===== src/rtl/sync_fifo_param.sv =====
// Parametrised single-clock FIFO with occupancy count, programmable
// almost-full/almost-empty flags, overflow/underflow pulses, synchronous
// flush and a choice of registered or first-word-fall-through read data.
module sync_fifo_param #(
    parameter int DATA_WIDTH = 32,
    parameter int DEPTH      = 16,
    parameter int AF_THRESH  = DEPTH - 2,
    parameter int AE_THRESH  = 2,
    parameter int FWFT       = 0
) (
    input  logic                    clk,
    input  logic                    rst,
    input  logic                    we,
    input  logic                    re,
    input  logic                    flush,
    input  logic [DATA_WIDTH-1:0]   datain,
    output logic [DATA_WIDTH-1:0]   dataout,
    output logic                    full,
    output logic                    empty,
    output logic                    almost_full,
    output logic                    almost_empty,
    output logic [$clog2(DEPTH):0]  count,
    output logic                    overflow,
    output logic                    underflow
);

    localparam int AW = $clog2(DEPTH);

    localparam logic [AW:0] FULL_COUNT = (AW+1)'(DEPTH);
    localparam logic [AW:0] AF_COUNT   = (AW+1)'(AF_THRESH);
    localparam logic [AW:0] AE_COUNT   = (AW+1)'(AE_THRESH);

    // Storage is deliberately left without reset so it maps onto RAM.
    logic [DATA_WIDTH-1:0] mem [DEPTH];

    logic [AW-1:0] wr_ptr_reg, wr_ptr_next;
    logic [AW-1:0] rd_ptr_reg, rd_ptr_next;
    logic [AW:0]   count_reg, count_next;
    logic          overflow_reg, overflow_next;
    logic          underflow_reg, underflow_next;
    logic          wr_ok, rd_ok;

    // Flags decode only the registered count, so they never glitch mid-cycle.
    assign full         = (count_reg == FULL_COUNT);
    assign empty        = (count_reg == '0);
    assign almost_full  = (count_reg >= AF_COUNT);
    assign almost_empty = (count_reg <= AE_COUNT);
    assign count        = count_reg;
    assign overflow     = overflow_reg;
    assign underflow    = underflow_reg;

    // Accept decisions and next-state; flush masks both requests outright.
    always_comb begin
        rd_ok          = re & ~empty & ~flush;
        // A read on a full FIFO frees the slot the write needs.
        wr_ok          = we & (~full | rd_ok) & ~flush;
        wr_ptr_next    = wr_ptr_reg;
        rd_ptr_next    = rd_ptr_reg;
        count_next     = count_reg;
        overflow_next  = we & full & ~re & ~flush;
        underflow_next = re & empty & ~flush;

        if (flush) begin
            wr_ptr_next = '0;
            rd_ptr_next = '0;
            count_next  = '0;
        end else begin
            if (wr_ok) wr_ptr_next = wr_ptr_reg + AW'(1);
            if (rd_ok) rd_ptr_next = rd_ptr_reg + AW'(1);
            case ({wr_ok, rd_ok})
                2'b10:   count_next = count_reg + (AW+1)'(1);
                2'b01:   count_next = count_reg - (AW+1)'(1);
                default: count_next = count_reg;
            endcase
        end
    end

    // Control state register; reset asserts immediately, releases on the clock.
    always_ff @(posedge clk or negedge rst) begin
        if (!rst) begin
            wr_ptr_reg    <= '0;
            rd_ptr_reg    <= '0;
            count_reg     <= '0;
            overflow_reg  <= 1'b0;
            underflow_reg <= 1'b0;
        end else begin
            wr_ptr_reg    <= wr_ptr_next;
            rd_ptr_reg    <= rd_ptr_next;
            count_reg     <= count_next;
            overflow_reg  <= overflow_next;
            underflow_reg <= underflow_next;
        end
    end

    // RAM write port: accepted writes land at the write pointer.
    always_ff @(posedge clk) begin
        if (wr_ok) mem[wr_ptr_reg] <= datain;
    end

    generate
        if (FWFT != 0) begin : g_fwft
            // Head of queue is presented directly; zero while nothing is stored.
            assign dataout = empty ? '0 : mem[rd_ptr_reg];
        end else begin : g_std
            logic [DATA_WIDTH-1:0] dataout_reg;

            // Registered read port: loads on an accepted read, holds otherwise.
            always_ff @(posedge clk or negedge rst) begin
                if (!rst) begin
                    dataout_reg <= '0;
                end else if (flush) begin
                    dataout_reg <= '0;
                end else if (rd_ok) begin
                    dataout_reg <= mem[rd_ptr_reg];
                end
            end

            assign dataout = dataout_reg;
        end
    endgenerate

endmodule

===== config.mk =====
export PLATFORM = sky130hd
export DESIGN_NAME = sync_fifo_param
export DESIGN_NICKNAME = d
export VERILOG_FILES = /design/src/rtl/sync_fifo_param.sv
export SDC_FILE = /design/constraint.sdc
export NUM_CORES = 1
export LEC_CHECK = 0
export CAP_MARGIN = 20
export CORE_MARGIN = 2
export CORE_UTILIZATION = 28
export DETAILED_ROUTE_END_ITERATION = 10
export GPL_TIMING_DRIVEN = 0
export PLACE_DENSITY = 0.51
export SETUP_SLACK_MARGIN = 0.5
export SLEW_MARGIN = 20
export SYNTH_ARGS = -nofsm -noshare
export SYNTH_HDL_FRONTEND = slang
export SYNTH_SLANG_ARGS = --single-unit

===== constraint.sdc =====
create_clock -name clk -period 4.62 [get_ports clk]
set_input_delay 0.693 -clock clk [delete_from_list [all_inputs] [get_ports clk]]
set_output_delay 0.693 -clock clk [all_outputs]
set_load 0.05 [all_outputs]

# Word-level counts from Yosys, hierarchy flattened
# Memory sizes are Yosys's and may differ from the RTL's.
# Index checks and enable logic that the tools add are counted.
[word_totals]
latchBits = 0
ram_bits = 512
inputBits = 37
elab_cells = 44
output_inout_bits = 43
mem_count = 1
register_bits = 47
mem_bits_ro = 0
[memory_table]
columns = ["memory", "words", "word_bits", "read_ports", "rd_clocked_by_memory_dff", "wr", "line", "rtl"]
rows = [
  ["mem", 16, 32, 1, 0, 1, "34", "logic [DATA_WIDTH-1:0] mem [DEPTH];"],
]
[op_classes]
n_bitwise = 14
div = 0
mul = 0
n_reduce_logical = 4
addsub = 4
shifts = 0
eq_ne = 3
mux = 10
order_cmp = 2
[ops]
columns = ["operator", "n"]
rows = [
  ["$mux W32", 2],
  ["$mux W4", 4],
  ["$pmux W5 S2", 1],
  ["$and A1 B1 Y1", 9],
  ["$add A4 B1 Y4 const B", 2],
  ["$add A5 B1 Y5 const B", 1],
  ["$eq A5 B5 Y1 const B", 1],
  ["$ge A5 B4 Y1 const B", 1],
  ["$le A5 B2 Y1 const B", 1],
  ["$logic_not A5 Y1", 1],
  ["$mux W5", 1],
  ["$sub A5 B1 Y5 const B", 1],
  ["$not A1 Y1", 4],
  ["$reduce_bool A2 Y1", 2],
  ["$reduce_bool A3 Y1", 1],
  ["$eq A2 B1 Y1 const B", 1],
  ["$eq A2 B2 Y1 const B", 1],
  ["$mux W1", 2],
  ["$or A1 B1 Y1", 1],
]

# Logic depth before layout (Yosys ltp)
[logic_depth]
ltp_word = 10
mapped_depth = 12
mapped_depth_nobuf = 11

# Worst setup path before layout
# No wires, ideal clock.
[synth_timing]
path_type = "register to output"
startpoint = "register count_reg[2] (netlist: count[2])"
endpoint = "output port almost_empty"
slack_ps = 615
required_time_ps = 3927
path_stages_with_launch = 3
path_buffers = 1
arrival_time_ps = 3312
cell_sequence = "dfrtp_1 clkbuf_1 a2111oi_0"
[synth_via]
elab_chain_cells = 1
[synth_lines]
columns = ["element", "line", "rtl"]
rows = [
  ["from (decl)", "38", "logic [AW:0] count_reg, count_next;"],
  ["from (signal assigned)", "89", "count_reg <= count_next;"],
  ["$le A5 B2 Y1", "47", "assign almost_empty = (count_reg <= AE_COUNT);"],
  ["to (decl)", "21", "output logic almost_empty,"],
]
# No other way between the ends.

# Final worst setup path
[layout_timing]
startpoint = "register count_reg[1] (netlist: count[1])"
endpoint = "output port empty"
[layout_via]
elab_chain_cells = 1
[layout_lines]
columns = ["element", "line", "rtl"]
rows = [
  ["$logic_not A5 Y1", "45", "assign empty = (count_reg == '0);"],
  ["to (decl)", "19", "output logic empty,"],
]
# No other way between the ends.

==> qor.csv <==
stage;metric;value;unit
outcome;status;completed;
sta;finalClockSkew;0.02488;ns
floorplanning;io-pin-count;80;
finish;largest_reg_flops;512;
synthesis;synth_edf_count;512;
worst_setup_path;start_kind;register;
pwr;power_per_cell_area;510.2;nW/um^2
finish;n_antenna_cell;0;
pwr;switchingPower;3.914;mW
finish;drive_gt1_share;21.20;%
hold_path;min_from;dataout[11]$_DFFE_PN0P_;
worst_setup_path;r2r_cells;12;
pwr;p_leak;8.463;nW
worst_setup_path;arrival;2.99;ns
finish;area_growth;22.80;%
clocking;cts_tree;yes;
floorplanning;rows;102;
sta;relSlewSlack;31.03;%
sta;max_freq;271.9;MHz
worst_setup_path;r2r_slack;1.41;ns
detailed_routing;drt_iter0_markers;1052;
pwr;clkPwrFrac;34.7;%
detailed_routing;avgViaCountPerCell;4.766;
synthesis;synthDistinctLibCells;52;
placed_design;globalplace.congestion;0.7502;
worst_setup_path;worstPathRequired;3.93;ns
grt;grt_pass1_vias;11900;
sta;fin_crit;3.678;ns
sta;hold_viol;0;
worst_setup_path;end_kind;output port;
worst_setup_path;reg2reg_from;count[1]$_DFFE_PN0P_;
grt;grt_usage;14.09;%
pwr;p_total;13.71;mW
sta;post-route-period-util;79.62;%
job;maxCapViolations;0;
sta;whs;0.4785;ns
hold_path;worstHoldPathType;register to register;
finish;num-fill-cells;7308;
finish;final_util;34.68;%
hold_path;min_to;dataout[11]$_DFFE_PN0P_;
floorplanning;die_w;283.5;um
floorplanning;die_h;283.5;um
synthesis;netlist_area;21880;um^2
synthesis;yosysWarnings;0;
sta;finalSetupViolCount;0;
finish;final_cells;2361;
clocking;cts-buffers-inserted;60;
grt;antenna_found_initial;1;
pwr;switching_share;28.55;%
pwr;seqPwrFrac;42.2;%
synthesis;async_flop_share;8.408;%
grt;grt_overflow;0;
detailed_routing;drt-pass1-iter-count;5;
synthesis;synth_ff_type;edfxtp_1;
detailed_routing;routedWlPerCell;24.08;um
placed_design;dp_cells;2250;
synthesis;synthTopCellsByArea;edfxtp_1 70%, mux4_2 8.7%, dfrtp_1 5.4%;
placed_design;portBuffers;79;
detailed_routing;antenna_left;0;
clocking;cts.path.max_buffers;3;
worst_setup_path;reg2reg_to;count[4]$_DFFE_PN0P_;
synthesis;avgSynthCellArea;19.89;um^2
grt;grt_pass1_wl;83.32;mm
placed_design;dp_slack;0.6835;ns
sta;tightest_slew;1.035;ns
finish;final_common_cell;edfxtp_1;
synthesis;ys_ff_latch;559;
worst_setup_path;cp_max_fo;9;
pwr;ir_drop;0.0002913;V
floorplanning;start_util;28.24;%
finish;layout_common_cells;512 x edfxtp_1, 85 x mux4_2, 78 x clkdlybuf4s50_1, 64 x mux2i_1, 60 x clkbuf_16;
floorplanning;dieArea;80390;um^2
worst_setup_path;path_class;register to output port;
synthesis;yosysTopAreaCellShare;70.27;%
clocking;clock_sinks;559;
grt;grt_max_degree;35;
clocking;clkLatencyLatePin;0.64;ns
floorplanning;coreArea;77470;um^2
pwr;p_int;9.793;mW
finish;final_nets;1317;
sta;final_max_slew_viol_count;0;
detailed_routing;vias;11250;
sta;rsz0062_at_grt;false;
clocking;cts_max_level;2;
synthesis;yosysTopAreaCell;edfxtp_1;
synthesis;syn_nets;1144;
clocking;clk_pin_slew;0.06;ns
sta;finalWorstSetupSlack;0.9417;ns
placed_design;hpwlAfterDp;37.52;mm
synthesis;syn_inst;1100;
clocking;cts_setup_buffers;0;
detailed_routing;route.detailed.drc;0;
synthesis;synth-seq-area-share;75.65;%
hold_path;whs_path_depth;2;
detailed_routing;routed_wl;56.85;mm
pwr;pwr-share-comb;23.1;%
clocking;root_buffer;clkbuf_16;
==> metrics by stage <==
stage,cell area (um^2),setup TNS (ns)
finish,26870,0
global route,26870,0
CTS,26870,0
detailed placement,24920,0
global placement,23970,-701.58
floorplan,21880,0
==> critical path: stages (launching register included) <==
cell and delay, ns:
dfrtp_1 0.37, buf_2 0.19, nor4_4 0.54, nand2_2 0.28, inv_1 0.16, clkdlybuf4s50_1 0.81
==> per-layer routing <==
metal | GRT usage, % | vias up | wire length [um]
met4 | 3.611 | 0 | 1061
met3 | 2.211 | 69 | 2439
met5 | 0 | - | 0
met1 | 19.39 | 6051 | 25710
met2 | 23.30 | 260 | 27640
li1 | - | 4873 | -
==> layout make-up <==
type | count | area [um^2] | share of cell area, %
Sequential cell | 559 | 16550 | 61.61
Multi-Input combinational cell | 468 | 5004 | 18.62
Timing Repair Buffer | 111 | 1629 | 6.064
Clock buffer | 77 | 1585 | 5.901
Tap cell | 1040 | 1301 | 4.844
Buffer | 67 | 421.7 | 1.569
Clock inverter | 33 | 351.6 | 1.309
Inverter | 6 | 22.52 | 0.08383
==> Yosys cell counts (17+ instances only) <==
cell type	n
mux2_2	17
o211ai_1	32
o21ai_0	20
clkbuf_1	33
mux4_2	85
nand3_1	19
a21oi_1	36
nor2b_1	20
nand2_1	30
dfrtp_1	47
a22o_1	17
mux2i_1	64
edfxtp_1	512
nor2_1	31
==> logic make-up (layout without fill, tap and decap cells) <==
group           Yosys count  after routing  share of synthesized area [%]
flops                   559            559                          75.65
fa+ha+maj                 7              7                         0.4003
simple gates            120            120                          2.699
compound gates          155            155                          4.987
buf+inv                  73            294                          2.030
xor+xnor                  9              9                         0.3603
mux                     177            177                          13.87
==> worst max-delay path by stage <==
| stage | startpoint | to | slack (ns) | depth (start not counted) |
|---|---|---|---|---|
| 5_1_grt | count[1]$_DFFE_PN0P_ | empty | 0.82 | 5 |
| 3_3_place_gp | flush | mem[11][30]$_DFFE_PP_ | -1.61 | 6 |
| 3_5_place_dp | flush | mem[13][26]$_DFFE_PP_ | 0.68 | 8 |
| 6_report | count[1]$_DFFE_PN0P_ | empty | 0.94 | 5 |
| 4_1_cts | count[1]$_DFFE_PN0P_ | empty | 0.89 | 5 |
| 2_1_floorplan | count[2]$_DFFE_PN0P_ | almost_empty | 0.62 | 2 |
==> power by group through the flow <==
| stage | Sequential (mW) | Clock [mW] | Combinational [mW] |
|---|---|---|---|
| 4_1_cts | 5.79 | 4.86 | 3.23 |
| 5_1_grt | 5.80 | 5.05 | 3.37 |
| 3_5_place_dp | 5.89 | 0 | 3.22 |
| 6_report | 5.79 | 4.76 | 3.16 |
| 3_3_place_gp | 5.89 | 0 | 3.17 |
| 2_1_floorplan | 6.22 | 0 | 1.84 |
==> timing repair <==
action / CTS / global route
hold buffers: 1 / 0
endpoints found under the hold margin: 13 / 0
setup endpoints to repair: 0 / 0
gates resized for setup: 0 / 0
Note: power is estimated with default switching activity, not from simulation.
==> edit, RTL diff (same settings) <==
The parameter `FWFT` goes from 0 to 1.
--- a/src/rtl/sync_fifo_param.sv
+++ b/src/rtl/sync_fifo_param.sv
@@ -6,7 +6,7 @@
     parameter int DEPTH      = 16,
     parameter int AF_THRESH  = DEPTH - 2,
     parameter int AE_THRESH  = 2,
-    parameter int FWFT       = 0
+    parameter int FWFT       = 1
 ) (
     input  logic                    clk,
     input  logic                    rst,
Formal check against the unedited RTL: not equivalent (a bounded check fails within 4 cycles, from zero or initial values and one cycle with rst low).
==> edit against the original RTL <==
  * Area after synthesis is 7.1% lower
  * Critical endpoint is now dataout[19]
  * Setup slack lost 290 ps
  * Die area shrank 7.0%
  * Synthesized cell count shrank 18%
  * Power is 12% lower
  * Global-route usage shrank 1.5 points
  * Cell area shrank 8.6%
  * Largest cell class unchanged
  * Sequential cell count fell by 32
  * Largest power group unchanged
  * Wire length shrank 17%
==> edit: results (changes against the original RTL) <==
- Metal2 WL: 23600 µm (was 27600 µm)
- Hold path start: re (was dataout[11])
- Leak: 7.67 nW (was 8.46 nW)
- Status: finished clean (unchanged)
- Multi-input gate area: 4490 µm² (was 5000 µm²)
- # port buffers: 78 (was 79)
- Worst min-delay path class: in -> reg (was reg -> reg)
- Synth async-reset ratio: 2.85% (was 8.41%)
- Initial DRC count: 773 (was 1052)
- First-pass GRT wire length: 68800 µm (was 83300 µm)
- Met1 WL: 20600 µm (was 25700 µm)
- Crit. Startpoint: rd_ptr_reg[0] (was count[1])
- Hold WS: 317 ps (was 478 ps)
- Gr usage total: 12.6% (was 14.1%)
- Post-synthesis cell type count: 38 (was 52)
- Vias in the first global route: 9945 (was 11900)
- Gpl congestion: 0.697 (was 0.750)
- Final Net Count: 1096 (was 1317)
- Initial antenna violation count: 2 (was 1)
- Register area: 15800 µm² (was 16600 µm²)
- Top sig layer: met5 (was met4)
- Pre-CTS setup slack: 419 ps (was 684 ps)
- Total Wirelength: 47000 µm (was 56800 µm)
- Buffering overhead: 6.05% (was 7.63%)
- Fraction of layout cells with a size suffix above 1: 26.1% (was 21.2%)
- Sw frac: 28.2% (was 28.6%)
- GRT met2 Usage: 21.4% (was 23.3%)
- Largest net degree at the start of global routing: 19 (was 35)
- Syn_nets: 944 (was 1144)
- Reg-to-reg critical path endpoint: mem[7][16] (was count[4])
- CP Data Arrival Time: 3270 ps (was 2990 ps)
- Area share of fa/ha/maj cells after synthesis: 0.431% (was 0.400%)
- Multi-input comb cells: 322 (was 468)
- Num CTS Buffers: 54 (was 60)
- Inverter count: 5 (was 6)
- CP Capture Point: dataout[19] (was empty)
- R2R cell count: 6 (was 12)
- Clk_skew: 13.5 ps (was 24.9 ps)
- Sequential share of the synthesized area: 77.5% (was 75.6%)
- Worst vdd ir: 0.261 mV (was 0.291 mV)
- WL met3: 1910 µm (was 2440 µm)
- Xor/xnor share of the synthesized area: 0.388% (was 0.360%)
- Hold EP: overflow (was dataout[11])
- Comb pwr share: 21.6% (was 23.1%)
- Post-synthesis compound-gate area fraction: 1.58% (was 4.99%)
- DPL Wire Length: 30600 µm (was 37500 µm)
- P_comb: 2.60 mW (was 3.16 mW)
- GRT met1 Usage: 16.7% (was 19.4%)
- Layout fillers: 6743 (was 7308)
==> edit: changes by cell type in the layout (fill, tap and decap cells not counted), sizes merged, moves of 28 or more <==
cell,unedited run,this run
a21oi,38,6
buf,66,38
clkdlybuf4s50,78,46
dfrtp,47,15
mux4,96,128
o211ai,32,1
o22ai,0,32
==> edit: repair_timing <==
action / 4_1_cts / 5_1_grt
endpoints found under the setup margin: 32 / 18
resized for setup: 55 / 18
endpoints found under the hold margin: 0 / 0
gates cloned: 0 / 0
==> edit: through the flow <==
stage	instance area, µm²	utilization, %	instances
finish	24600	34.2	2044
global route	24600	34.2	2044
CTS	24500	34.2	2044
detailed placement	22800	31.8	1946
global placement	22300	31.1	1928
floorplan	20300	-	900
==> edit: critical path, cell delays in order, from the launching register on <==
cell and delay (ps):
dfrtp_1 360, clkbuf_1 240, buf_2 310, buf_4 320
mux4_2 530, mux2i_1 290, o22ai_1 180, dlygate4sd2_1 450
